$ cat config.mk
export PLATFORM = sky130hd
export DESIGN_NAME = aurora_multilane_frame_packer
export DESIGN_NICKNAME = d
export VERILOG_FILES = /design/src/rtl/aurora_frame_pkg.sv /design/src/rtl/aurora_bytes_to_send_enc.sv /design/src/rtl/aurora_multilane_frame_packer.sv
export VERILOG_INCLUDE_DIRS = /design/src /design/src/rtl
export SDC_FILE = /design/constraint.sdc
export NUM_CORES = 1
export LEC_CHECK = 0
export CAP_MARGIN = 5
export CORE_AREA = 3 3 225 227
export CTS_CLUSTER_DIAMETER = 40
export DETAILED_ROUTE_END_ITERATION = 10
export DIE_AREA = 0 0 228 230
export GPL_TIMING_DRIVEN = 0
export SYNTH_ARGS = -nofsm -noshare
export SYNTH_HDL_FRONTEND = slang
export SYNTH_SLANG_ARGS = --single-unit
$ cat constraint.sdc
create_clock -name Clk -period 5.73 [get_ports Clk]
set_clock_uncertainty 0.15 [all_clocks]
set_input_delay 1.146 -clock Clk [delete_from_list [all_inputs] [get_ports Clk]]
set_output_delay 1.146 -clock Clk [all_outputs]
set_load 0.01 [all_outputs]
$ cat src/rtl/aurora_definitions.sv
// Aurora 64b/66b BytesToSend lane codes shared by the packer and lane gearboxes.
`ifndef AURORA_DEFINITIONS_SV
`define AURORA_DEFINITIONS_SV

`define FULL_DATA    4'b1000
`define DISABLE_DATA 4'b1111

`endif

$ cat src/rtl/aurora_frame_pkg.sv
// Shared types, constants and the per-lane BytesToSend code for the multilane frame packer.
`ifndef AURORA_DEFINITIONS_SV
`include "aurora_definitions.sv"
`endif

package aurora_frame_pkg;

    typedef enum logic [2:0] {
        ST_NOT_READY,
        ST_IDLE,
        ST_DATA,
        ST_SEND_EOF,
        ST_TRUNC,
        ST_DISCARD
    } state_t;

    localparam int MAX_LANES = 32;

    localparam logic [3:0] BYTES_FULL    = `FULL_DATA;
    localparam logic [3:0] BYTES_HALF    = 4'b0100;
    localparam logic [3:0] BYTES_DISABLE = `DISABLE_DATA;
    localparam logic [3:0] BYTES_SEP     = 4'h0;

    // Separator block codes: lane 0 carries the separator, every other lane is idle.
    localparam logic [MAX_LANES-1:0][3:0] SEP_BLOCK = {{(MAX_LANES-1){`DISABLE_DATA}}, 4'h0};

    // The separator sits in the first lane after the last lane holding any data.
    function automatic logic [3:0] lane_bytes(input logic [2*MAX_LANES-1:0] mask, input int l);
        logic [3:0] code;
        if (mask[2*l+1]) begin
            code = BYTES_FULL;
        end else if (mask[2*l]) begin
            code = BYTES_HALF;
        end else if (l == 0) begin
            code = BYTES_SEP;
        end else if (!mask[2*l-2]) begin
            code = BYTES_DISABLE;
        end else begin
            code = BYTES_SEP;
        end
        return code;
    endfunction

endpackage

$ cat src/rtl/aurora_bytes_to_send_enc.sv
// Combinational FIFO word mask to per-lane BytesToSend code encoder.
module aurora_bytes_to_send_enc
    import aurora_frame_pkg::*;
#(
    parameter int NUM_LANES = 4
) (
    input  logic [2*NUM_LANES-1:0]     mask,
    output logic [NUM_LANES-1:0][3:0]  bytes
);

    logic [2*MAX_LANES-1:0] mask_ext;

    assign mask_ext = (2*MAX_LANES)'(mask);

    generate
        for (genvar gi = 0; gi < NUM_LANES; gi++) begin : g_lane
            assign bytes[gi] = lane_bytes(mask_ext, gi);
        end
    endgenerate

endmodule

$ cat src/rtl/aurora_multilane_frame_packer.sv
// Packs show-ahead FIFO entries into NUM_LANES x 64-bit blocks behind a valid/ready output register,
// with frame truncation/discard, channel-down flush, and frame/drop counters.
module aurora_multilane_frame_packer
    import aurora_frame_pkg::*;
#(
    parameter int NUM_LANES        = 4,
    parameter int MAX_FRAME_BLOCKS = 256,
    parameter int CNT_W            = 16
) (
    input  logic                           Clk,
    input  logic                           Rst_n,
    input  logic                           LaneReady,
    input  logic                           FIFO_Empty,
    input  logic [2*NUM_LANES-1:0][31:0]   FIFO_Data,
    input  logic [2*NUM_LANES-1:0]         FIFO_DataMask,
    input  logic                           EndOfFrame,
    input  logic [2*NUM_LANES-1:0]         CompleteDataMask,
    input  logic                           BlockSent,
    output logic                           FIFO_Read,
    output logic [NUM_LANES-1:0][63:0]     DataToSend,
    output logic [NUM_LANES-1:0][3:0]      BytesToSend,
    output logic                           SendBlock,
    output logic                           Truncated,
    output logic [CNT_W-1:0]               FrameCount,
    output logic [CNT_W-1:0]               DroppedWords
);

    localparam bit TRUNC_EN = (MAX_FRAME_BLOCKS > 0);
    localparam int BLK_W    = TRUNC_EN ? $clog2(MAX_FRAME_BLOCKS + 1) : 1;
    localparam logic [BLK_W-1:0] TRUNC_AT = BLK_W'(TRUNC_EN ? MAX_FRAME_BLOCKS - 1 : 0);
    localparam logic [NUM_LANES-1:0][3:0] SEP_BYTES = SEP_BLOCK[NUM_LANES-1:0];

    state_t                        state_reg, state_next;
    logic [BLK_W-1:0]              blk_cnt_reg, blk_cnt_next;
    logic                          mid_frame_reg, mid_frame_next;
    logic                          send_block_reg, send_block_next;
    logic [NUM_LANES-1:0][63:0]    data_reg, data_next;
    logic [NUM_LANES-1:0][3:0]     bytes_reg, bytes_next;
    logic                          eof_blk_reg, eof_blk_next;
    logic [CNT_W-1:0]              frame_count_reg, dropped_reg;

    logic [NUM_LANES-1:0][3:0]     entry_bytes;
    logic                          slot_free;
    logic                          pop, drop, truncated;
    logic                          load_data, load_sep, ends_frame;

    aurora_bytes_to_send_enc #(
        .NUM_LANES (NUM_LANES)
    ) u_enc (
        .mask  (FIFO_DataMask),
        .bytes (entry_bytes)
    );

    always_comb begin
        slot_free      = ~send_block_reg | BlockSent;
        state_next     = state_reg;
        blk_cnt_next   = blk_cnt_reg;
        mid_frame_next = mid_frame_reg;
        pop            = 1'b0;
        drop           = 1'b0;
        truncated      = 1'b0;
        load_data      = 1'b0;
        load_sep       = 1'b0;
        ends_frame     = 1'b0;

        if (!LaneReady) begin
            state_next   = ST_NOT_READY;
            blk_cnt_next = '0;
            if (state_reg inside {ST_DATA, ST_SEND_EOF, ST_TRUNC, ST_DISCARD}) begin
                mid_frame_next = 1'b1;
            end
        end else begin
            unique case (state_reg)
                ST_NOT_READY: begin
                    blk_cnt_next = '0;
                    state_next   = ST_IDLE;
                end
                ST_IDLE, ST_DATA: begin
                    if (state_reg == ST_IDLE) begin
                        blk_cnt_next = '0;
                    end
                    // A frame cut by a channel drop is flushed up to its EOF before anything new is sent.
                    if (state_reg == ST_IDLE && mid_frame_reg) begin
                        mid_frame_next = 1'b0;
                        state_next     = ST_DISCARD;
                    end else if (slot_free && !FIFO_Empty) begin
                        pop          = 1'b1;
                        load_data    = 1'b1;
                        blk_cnt_next = (state_reg == ST_IDLE) ? BLK_W'(1) : blk_cnt_reg + BLK_W'(1);
                        if (EndOfFrame) begin
                            if (FIFO_DataMask == CompleteDataMask) begin
                                state_next = ST_SEND_EOF;
                            end else begin
                                ends_frame = 1'b1;
                                state_next = ST_IDLE;
                            end
                        end else if (TRUNC_EN && blk_cnt_next >= TRUNC_AT) begin
                            state_next = ST_TRUNC;
                        end else begin
                            state_next = ST_DATA;
                        end
                    end
                end
                ST_SEND_EOF: begin
                    if (slot_free) begin
                        load_sep   = 1'b1;
                        state_next = ST_IDLE;
                    end
                end
                ST_TRUNC: begin
                    if (slot_free) begin
                        load_sep   = 1'b1;
                        truncated  = 1'b1;
                        state_next = ST_DISCARD;
                    end
                end
                ST_DISCARD: begin
                    if (!FIFO_Empty) begin
                        pop  = 1'b1;
                        drop = 1'b1;
                        if (EndOfFrame) begin
                            state_next = ST_IDLE;
                        end
                    end
                end
                default: state_next = ST_NOT_READY;
            endcase
        end
    end

    // Output register: a new load may replace a block that is being accepted in the same cycle.
    always_comb begin
        send_block_next = send_block_reg;
        data_next       = data_reg;
        bytes_next      = bytes_reg;
        eof_blk_next    = eof_blk_reg;
        if (!LaneReady) begin
            send_block_next = 1'b0;
            data_next       = '0;
            bytes_next      = '0;
            eof_blk_next    = 1'b0;
        end else if (load_data) begin
            send_block_next = 1'b1;
            data_next       = FIFO_Data;
            bytes_next      = entry_bytes;
            eof_blk_next    = ends_frame;
        end else if (load_sep) begin
            send_block_next = 1'b1;
            data_next       = '0;
            bytes_next      = SEP_BYTES;
            eof_blk_next    = 1'b1;
        end else if (BlockSent) begin
            send_block_next = 1'b0;
        end
    end

    always_ff @(posedge Clk or negedge Rst_n) begin
        if (!Rst_n) begin
            state_reg       <= ST_NOT_READY;
            blk_cnt_reg     <= '0;
            mid_frame_reg   <= 1'b0;
            send_block_reg  <= 1'b0;
            data_reg        <= '0;
            bytes_reg       <= '0;
            eof_blk_reg     <= 1'b0;
            frame_count_reg <= '0;
            dropped_reg     <= '0;
        end else begin
            state_reg      <= state_next;
            blk_cnt_reg    <= blk_cnt_next;
            mid_frame_reg  <= mid_frame_next;
            send_block_reg <= send_block_next;
            data_reg       <= data_next;
            bytes_reg      <= bytes_next;
            eof_blk_reg    <= eof_blk_next;
            if (send_block_reg && BlockSent && eof_blk_reg) begin
                frame_count_reg <= frame_count_reg + CNT_W'(1);
            end
            if (drop && (dropped_reg != {CNT_W{1'b1}})) begin
                dropped_reg <= dropped_reg + CNT_W'(1);
            end
        end
    end

    assign FIFO_Read    = pop;
    assign DataToSend   = data_reg;
    assign BytesToSend  = bytes_reg;
    assign SendBlock    = send_block_reg;
    assign Truncated    = truncated;
    assign FrameCount   = frame_count_reg;
    assign DroppedWords = dropped_reg;

endmodule

# [After elaboration in Yosys (flattened, before gate mapping)]
# Cells that the tools add are included.
[classes] n_addsub=3 magnitude_cmp=1 eq_ne=17 mux=64 bitwise_logic=2 n_reduce_logical=13
[ops] operator="256-bit 2-to-1 mux" count=3
[ops] operator="16-bit 2-to-1 mux" count=3
[ops] operator="9-bit 2-to-1 mux" count=5
[ops] operator="4-bit 2-to-1 mux" count=10
[ops] operator="16-bit by 1-bit adder with 16-bit output (second input constant)" count=2
[ops] operator="3-bit 2-to-1 mux" count=10
[ops] operator="1-bit 2-to-1 mux" count=29
[ops] operator="9-bit case mux with 2 select lines" count=1
[ops] operator="16-bit != test (second input constant)" count=1
[ops] operator="3-bit case mux with 5 select lines" count=1
[ops] operator="3-bit != test (second input constant)" count=4
[ops] operator="9-bit by 1-bit adder with 9-bit output (second input constant)" count=1
[ops] operator="9-bit by 8-bit >= comparator with 1-bit output (second input constant)" count=1
[ops] operator="8-bit == test" count=1
[ops] operator="3-bit by 2-bit == test with 1-bit output (second input constant)" count=2
[ops] operator="3-bit == test (second input constant)" count=2
[ops] operator="3-bit by 1-bit != test with 1-bit output (second input constant)" count=2
[ops] operator="1-bit logical AND" count=5
[ops] operator="5-bit AND reduction" count=1
[ops] operator="2-bit by 1-bit != test with 1-bit output (second input constant)" count=2
[ops] operator="4-bit by 1-bit != test with 1-bit output (second input constant)" count=1
[ops] operator="4-bit != test (second input constant)" count=1
[ops] operator="4-bit nonzero test" count=1
[ops] operator="2-bit OR reduction" count=2
[ops] operator="other kinds (9)" count=9
[word_totals] ff_bits=319 inputBits=278 out_inout_bits=307 wordCells=115

# [Logic depth before layout (Yosys ltp)]
# Gate-level depths: netlist of the first run.
[logic_depth] depth_word=9 depth_mapped=8 mapped_depth_nobuf=6

# [Modules after synthesis]
# Synthesis of the first run repeated with hierarchy kept, for this count alone.
[unflattened] hier_cells=885 hier_area_um2=12144.1
[modules_own_cells] mod="aurora_multilane_frame_packer" instances=1 cells_per_inst=865 area_each_um2=12025.3 seq_area_each_um2=7982.7
[modules_own_cells] mod="aurora_bytes_to_send_enc" instances=1 cells_per_inst=20 area_each_um2=118.9 seq_area_each_um2=0.0

# [Worst setup path before layout of the first run]
# OpenSTA, ideal clock, no wires.
[synth_path] kind="input port to output port" from="input port FIFO_Empty" to="output port FIFO_Read" arrival_ps=2221 t_required_ps=4434 setup_slack_ps=2213 path_stages=5 n_path_buf=2 path_cell_list="clkbuf_1 > inv_1 > o2111ai_1 > clkbuf_1 > o21ai_0"
[synth_between] elab_chain_cells=6 word_cells_on_any_way=7 classes_between="mux (5); reduce/logical (2)"
[synth_lines] item="start, declared" line="aurora_multilane_frame_packer.sv:13" source="input logic FIFO_Empty,"
[synth_lines] item="1-bit logical NOT"
[synth_lines] item="1-bit logical AND" line="aurora_multilane_frame_packer.sv:86" source="end else if (slot_free && !FIFO_Empty) begin"
[synth_lines] item="1-bit 2-to-1 mux" line="aurora_multilane_frame_packer.sv:86"
[synth_lines] item="1-bit 2-to-1 mux" line="aurora_multilane_frame_packer.sv:83" source="if (state_reg == ST_IDLE && mid_frame_reg) begin"
[synth_lines] item="1-bit case mux with 2 select lines *" line="aurora_multilane_frame_packer.sv:73" source="unique case (state_reg)"
[synth_lines] item="1-bit 2-to-1 mux *" line="aurora_multilane_frame_packer.sv:66" source="if (!LaneReady) begin"
[synth_lines] item="end, declared" line="aurora_multilane_frame_packer.sv:19" source="output logic FIFO_Read,"
# Mark *: on every way between the ends. The rest lies on a longest branch, timed or not.

# [Worst setup path in the final report of the first run]
[layout_path] from="input port LaneReady" to="output port FIFO_Read"
[layout_between] elab_chain_cells=1
[layout_lines] item="start, declared" line="aurora_multilane_frame_packer.sv:12" source="input logic LaneReady,"
[layout_lines] item="1-bit 2-to-1 mux" line="aurora_multilane_frame_packer.sv:66"
# Every way passes these cells.

==> run metrics, run 1 <==
Slew HR=just over 50%; Vias per Instance=4.63; GPL Wtd Cong=0.896; Post-Synthesis Cells=around 900; register area share after synthesis=64.3%; status=complete, no violations; die height=approximately 230 um; final setup fails=0; critical path class=in2out; Post-DRT Antenna Nets=0; first-pass GRT wire length=69300 um; setup bufs post-CTS=0; synth warn=0; Max VDD drop=200 uV; worst path bufs/invs=3; worst hold path type=reg2reg; Detailed Routing Iterations Pass 1=5; IO buf count=581; clock power share=a little under 50%; Sw Ratio=25.3%; DP Cell Count=2126; CTS Root Cell=clkbuf_16; fillcell total=4576; DR vias=around 10000; Crit. End Element=primary output; final period utilization=85.3%; P_sw=1.76 mW; XOR/XNOR share of the synthesized area=between 2 and 3%; cell family with most CP delay=buffers and inverters; FP Rows=81; antenna violations before repair=3; GRT Overall Usage=16.9%; Routed WL=approximately 46000 um; Layout Cells excl Fill=2230; DP HPWL=34500 um; simple-gate share of the synthesized area=5.52%; Cell Area, Synth=12200 um^2; Final Max Slew Viols=0; CTS Buf Count=56; CP Depth=6; largest net degree at the start of global routing=118; Crit path required time=4430 ps; worst slew pin tran=740 ps; initial core utilization=roughly 25%; max FFs per register=256; Area Growth Syn to Fin=70.9%; final hold viol count=0; vias in the first global route=10900; Max clock buf depth=3; CTS Hold Buffers Added=0; Placement Setup Slack=923 ps; combinational share of power=15.4%; cell breakdown of the critical path=clkdlybuf4s50_1 -> and2b_1 -> o2111ai_1 -> clkbuf_1 -> o21ai_0 -> clkdlybuf4s50_1; grt ovf=0; Leak=9.19 nW; Max-cap violations=0; Internal Pwr Total=between 5 and 6 mW; DIE WIDTH=between 200 and 250 um; Critical Path Start Type=input port; Cell Pwr Density=332 nW/um^2; Final min period=4890 ps; sequential share of power=between 30% and 40%; largest family of logic cells by synthesized area=compound AO/OA/AOI/OAI gates; I/O pin count=slightly below 600; top_reg_cell synth=dfrtp_1; most common cell in the netlist=dfrtp_1; Post-CTS Resized=0; CP Max Fanout=10; clock-pin slew on the worst setup and hold paths=50 ps; Synth Area per Inst=13.9 um^2; initial drt markers=557; ys async rst share=100%; total power=just under 7 mW; fin worst setup slack=843 ps; mux cell area share after synthesis=less than 1%; Adder-Cell Fraction of Synth Area=less than 1%; CP max stage cell=clkdlybuf4s50_1; Sink Count=between 300 and 400; top cells by area, synth=dfrtp_1 (64%), a22o_1 (18%), buf_6 (2.5%), xnor2_1 (1.9%), buf_2 (1.0%); area of the core=48800 um^2; CP peak stage delay=640 ps; Synth top area share=roughly 64%; DRC violations left=0; CTS tree=done; most used cell, CP=clkdlybuf4s50_1; # H-tree levels=2; area leader, netlist=dfrtp_1; FF+latch count, synth=approximately 310; Synth cell types=61; die footprint=52400 um^2; Min-Delay Path Depth=1; Arrival @ worst endpoint=3590 ps; nets=1801; clock latency at the later pin of the worst-skew pair=570 ps; Compound-Gate Fraction of Synth Area=22.2%; layout cells sized above 1=11.4%; most frequent cells after synthesis=dfrtp_1 (314), a22o_1 (258), buf_6 (27); RSZ-0062 raised after global routing=no; Max Fclk=205 MHz; number of synthesized flops with an enable pin=0; Worst R2R Path Depth=6; routed len/inst=20.7 um
[final cells by class]
| cell class | count | area (um^2) | area share (%) |
|---|---|---|---|
| antenna | 1 | 2.50 | 0.0120 |
| buffer | 72 | 538 | 2.58 |
| multi-input combinational | 484 | 3790 | 18.2 |
| clock buffer | 68 | 1550 | 7.41 |
| tap | 664 | 831 | 3.98 |
| inverter | 9 | 33.8 | 0.162 |
| timing repair buffer | 583 | 5880 | 28.1 |
| sequential | 314 | 7860 | 37.6 |
| clock inverter | 35 | 400 | 1.92 |
[cells by family (layout without fill, tap and decap cells)]
group | Yosys count | in the layout
xor gates and xnor gates | 35 | 35
adders and majority gates | 3 | 3
buffers and inverters | 81 | 767
DFF | 314 | 314
and+or+nand+nor | 117 | 117
AOI/OAI and AO/OA | 322 | 322
other | 1 | 3
muxes | 5 | 5
[power groups by stage]
stage	Clock, mW	Sequential [mW]	Combinational [mW]
2_1_floorplan	0	2.56	0.319
3_3_place_gp	0	2.51	1.07
3_5_place_dp	0	2.50	1.08
4_1_cts	3.47	2.47	1.09
5_1_grt	3.59	2.49	1.14
6_report	3.40	2.47	1.07
[metrics by stage]
stage	util, %	setup TNS (ps)	area, um^2	hold slack [ps]
finish	42.7	0	20900	336
global route	42.7	0	20900	345
CTS	42.7	0	20900	341
detailed placement	38.8	0	18900	330
global placement	38.6	-3314460	18900	313
floorplan	-	0	12200	321
[routing by layer]
layer | vias up | share of wire, % | global-route usage, %
met3 | 107 | 8.0 | 5.69
met4 | 2 | 3.6 | 6.35
met5 | - | 0.037 | 0
met1 | 5129 | 40 | 20.6
li1 | 4666 | - | -
met2 | 431 | 48 | 27.9
[final timing paths]
kind | slack (ps) | to | from
max in group asynchronous | 3900 | DataToSend[238] | Rst_n
hold / removal | 340 | FrameCount[15] | FrameCount[15]
setup / recovery | 840 | FIFO_Read | LaneReady
hold reg to reg | 340 | FrameCount[15] | FrameCount[15]
min in group asynchronous | 460 | BytesToSend[10] | Rst_n
setup reg to reg | 3310 | blk_cnt_reg[7] | state_reg[1]
[cell usage in the layout (no fill, tap or decap), types with 3 or more instances in the layout]
cell type,netlist,routed
clkdlybuf4s50_1,0,580
dfrtp_1,314,314
a22o_1,258,258
clkbuf_16,0,57
buf_6,27,27
xnor2_1,26,26
buf_2,25,25
nand2_1,21,21
nor2_1,20,20
clkbuf_1,11,14
nand3_1,14,14
a21oi_1,12,12
a31oi_1,11,11
buf_4,9,9
nor3_1,9,9
inv_1,9,9
nand4_1,9,9
xor2_1,9,9
nor2b_1,8,8
clkinvlp_4,0,8
clkbuf_8,0,8
o21ai_0,7,7
clkinv_2,0,7
clkinv_4,0,7
and3_1,6,6
inv_6,0,6
bufinv_16,0,6
nand2b_1,5,5
a221o_1,5,5
or3_1,4,4
o21ai_1,4,4
nor3b_2,3,3
o21a_1,3,3
ha_1,3,3
Power figures use the tool's default switching activity.
==> run 2: changes to the inputs <==
CORE_AREA = 3 3 224 226   (was 3 3 225 227)
DIE_AREA = 0 0 227 229   (was 0 0 228 230)
GPL_TIMING_DRIVEN = 1   (was 0)
SYNTH_HIERARCHICAL = 1   (was not set)
==> run 2 against run 1 <==
Compared with the run above: global-route usage is 0.91 points lower; final area fell by 1.9%; hold slack got worse by 16 ps; die area down 0.87%; critical path type unchanged; largest power group unchanged.
==> run metrics, run 2 <==
status=complete, no violations (unchanged); hold wc startpoint=FrameCount[15] (unchanged); Register Area=7980 um^2 (was 7860 um^2); Max-cap violations=0 (unchanged); Cell Pwr Density=351 nW/um^2 (was 332 nW/um^2); synth warn=6 (was 0); worst reg2reg setup slack=2890 ps (was 3310 ps); Vias per Instance=4.71 (was 4.63); RSZ-0062 raised after global routing=no (unchanged); commonest non-fill, non-tap cell in the layout=clkdlybuf4s50_1 (unchanged); top_reg_cell synth=dfrtp_1 (unchanged); Final min period=4580 ps (was 4890 ps); register area share after synthesis=65.7% (was 64.3%); initial core utilization=25.0% (about the same); Cell Area, Synth=12100 um^2 (was 12200 um^2); Synth top area share=65.7% (was 64.3%); Critical Path Start Type=input port (unchanged); Max clock buf depth=3 (unchanged); first-pass GRT wire length=64900 um (was 69300 um); post-layout util=42.2% (was 42.7%); Worst R2R Path Depth=6 (unchanged); Detailed Routing Iterations Pass 1=4 (was 5); Post-Synthesis Cells=885 (was 878); FP Rows=81 (unchanged); CP Max Fanout=8 (was 10); largest net degree at the start of global routing=144 (was 118); Slew HR=28.0% (was 50.6%); WHS Endpoint=FrameCount[15] (unchanged); fillcell total=4534 (was 4576); nets=1745 (was 1801); Sink Count=319 (was 314); Max Fclk=218 MHz (was 205 MHz); CTS Root Cell=clkbuf_16 (unchanged); area leader, netlist=dfrtp_1 (unchanged); Synth Area per Inst=13.7 um^2 (was 13.9 um^2); Arrival @ worst endpoint=3280 ps (was 3590 ps); Synth cell types=51 (was 61); critical path class=in2out (unchanged); FF+latch count, synth=319 (was 314); Crit path required time=4430 ps (about the same); final period utilization=79.9% (was 85.3%); clock latency at the later pin of the worst-skew pair=580 ps (was 570 ps); Post-DRT Antenna Nets=0 (unchanged); Crit. End Element=primary output (unchanged); die height=229 um (was 230 um); CTS tree=done (unchanged); most common cell in the netlist=dfrtp_1 (unchanged); grt ovf=0 (unchanged); routed len/inst=20.4 um (was 20.7 um); Multi-input gate area=3760 um^2 (was 3790 um^2); initial drt markers=430 (was 557); DIE WIDTH=227 um (was 228 um); CTS Hold Buffers Added=0 (unchanged); number of synthesized flops with an enable pin=0 (unchanged); vias in the first global route=10400 (was 10900); GPL Wtd Cong=0.856 (was 0.896); worst hold path type=reg2reg (unchanged); antenna violations before repair=3 (unchanged); worst slew pin tran=1080 ps (was 740 ps); GRT Overall Usage=16.0% (was 16.9%); clock-pin slew on the worst setup and hold paths=50 ps (about the same); layout cells sized above 1=7.88% (was 11.4%); worst hold slack=319 ps (was 336 ps); area of the core=48500 um^2 (was 48800 um^2); top cells by area, synth=dfrtp_1 (66%), a22o_1 (19%), buf_2 (2.4%), xnor2_1 (2.2%), a221o_1 (0.99%) (was dfrtp_1 (64%), a22o_1 (18%), buf_6 (2.5%), xnor2_1 (1.9%), buf_2 (1.0%)); final hold viol count=0 (unchanged); DRC violations left=0 (unchanged); die footprint=52000 um^2 (was 52400 um^2); CTS Buf Count=55 (was 56); commonest non-fill, non-tap cells in the layout=clkdlybuf4s50_1 (583), dfrtp_1 (319), a22o_1 (261) (was clkdlybuf4s50_1 (580), dfrtp_1 (314), a22o_1 (258)); reg2reg start=state_reg[0] (was state_reg[1]); DR vias=10100 (was 10300); Final Max Slew Viols=0 (unchanged); setup bufs post-CTS=0 (unchanged); Critical R2R Capture=DataToSend[27] (was blk_cnt_reg[7]); Area Growth Syn to Fin=68.6% (was 70.9%); final setup fails=0 (unchanged); max FFs per register=256 (unchanged); IO buf count=584 (was 581); # H-tree levels=2 (unchanged); I/O pin count=585 (unchanged); Routed WL=43600 um (was 46200 um); most frequent cells after synthesis=dfrtp_1 (319), a22o_1 (261), buf_2 (59) (was dfrtp_1 (314), a22o_1 (258), buf_6 (27)); setup TNS=0 ps (unchanged); Max VDD drop=222 uV (was 200 uV); DP HPWL=31000 um (was 34500 um); Min-Delay Path Depth=1 (unchanged); ys async rst share=100% (unchanged); Post-CTS Resized=0 (unchanged); Leak=8.95 nW (was 9.19 nW)
-- run 2: changes by cell type after synthesis, sizes merged, moves of 6 or more --
cell / previous run / this run
buf: 61 / 70
nand2: 21 / 29
nand4: 10 / 16
clkbuf: 11 / 5
a31oi: 11 / 3
a221o: 5 / 12
-- run 2: metal layers --
layer,wire length [um],up-vias,global-route usage [%]
li1,-,4538,-
met3,3330,61,4.32
met1,17700,5080,19.9
met4,840,2,4.26
met5,12,-,0
met2,21700,379,27.5
-- run 2: power breakdown --
| part | switching (mW) | total (mW) | internal (mW) | leakage [nW] |
|---|---|---|---|---|
| Combinational | 0.558 | 1.27 | 0.714 | 3.66 |
| Sequential | 0.137 | 2.60 | 2.46 | 4.37 |
| Clock | 1.21 | 3.31 | 2.10 | 0.913 |
| Total | 1.90 | 7.19 | 5.28 | 8.95 |
-- run 2: worst max path at each step --
stage	from	to	slack, ps	cells past startpoint
final	BlockSent	FIFO_Read	1150	6
after detailed placement	BlockSent	FIFO_Read	1170	6
after global routing	BlockSent	FIFO_Read	1020	6
after CTS	BlockSent	FIFO_Read	1170	6
after floorplan	BlockSent	FIFO_Read	2310	5
after global placement	BlockSent	FIFO_Read	1190	6
-- run 2: cell families (layout without fill, tap and decap cells) --
| kind of cell | count (synthesis) | after routing | synth area share [%] |
|---|---|---|---|
| flops | 319 | 319 | 65.7 |
| simple gates | 122 | 122 | 5.37 |
| xor+xnor | 37 | 37 | 2.67 |
| fa+ha+maj | 3 | 3 | 0.309 |
| buf+inv | 80 | 704 | 3.42 |
| compound gates | 320 | 320 | 22.2 |
| other cells | 1 | 4 | 0.0309 |
| mux | 3 | 3 | 0.268 |
-- run 2: per-stage QoR --
stage	worst slack, ps	instance area, um^2	std cells	total power, mW
CTS	1170	20500	2132	7.30
finish	1150	20500	2134	7.19
global route	1020	20500	2134	7.48
detailed placement	1170	18600	2029	3.92
global placement	1190	18600	2029	3.91
floorplan	2310	12100	886	3.10
-- run 2: worst max-delay path, cell delays in order --
cell and delay [ps]:
clkdlybuf4s50_1 460, nand2b_1 330, nand2_1 200, or3_1 470, nand2_1 120, clkdlybuf4s50_1 550
-- run 2: area by class of cell --
type                            instances  share of cell area [%]
Multi-Input combinational cell        487                    18.4
Clock inverter                         41                    2.25
Inverter                                5                  0.0916
Clock buffer                           62                    7.00
Tap cell                              622                    3.80
Timing Repair Buffer                  596                    29.5
Sequential cell                       319                    39.0
Antenna cell                            2                  0.0244
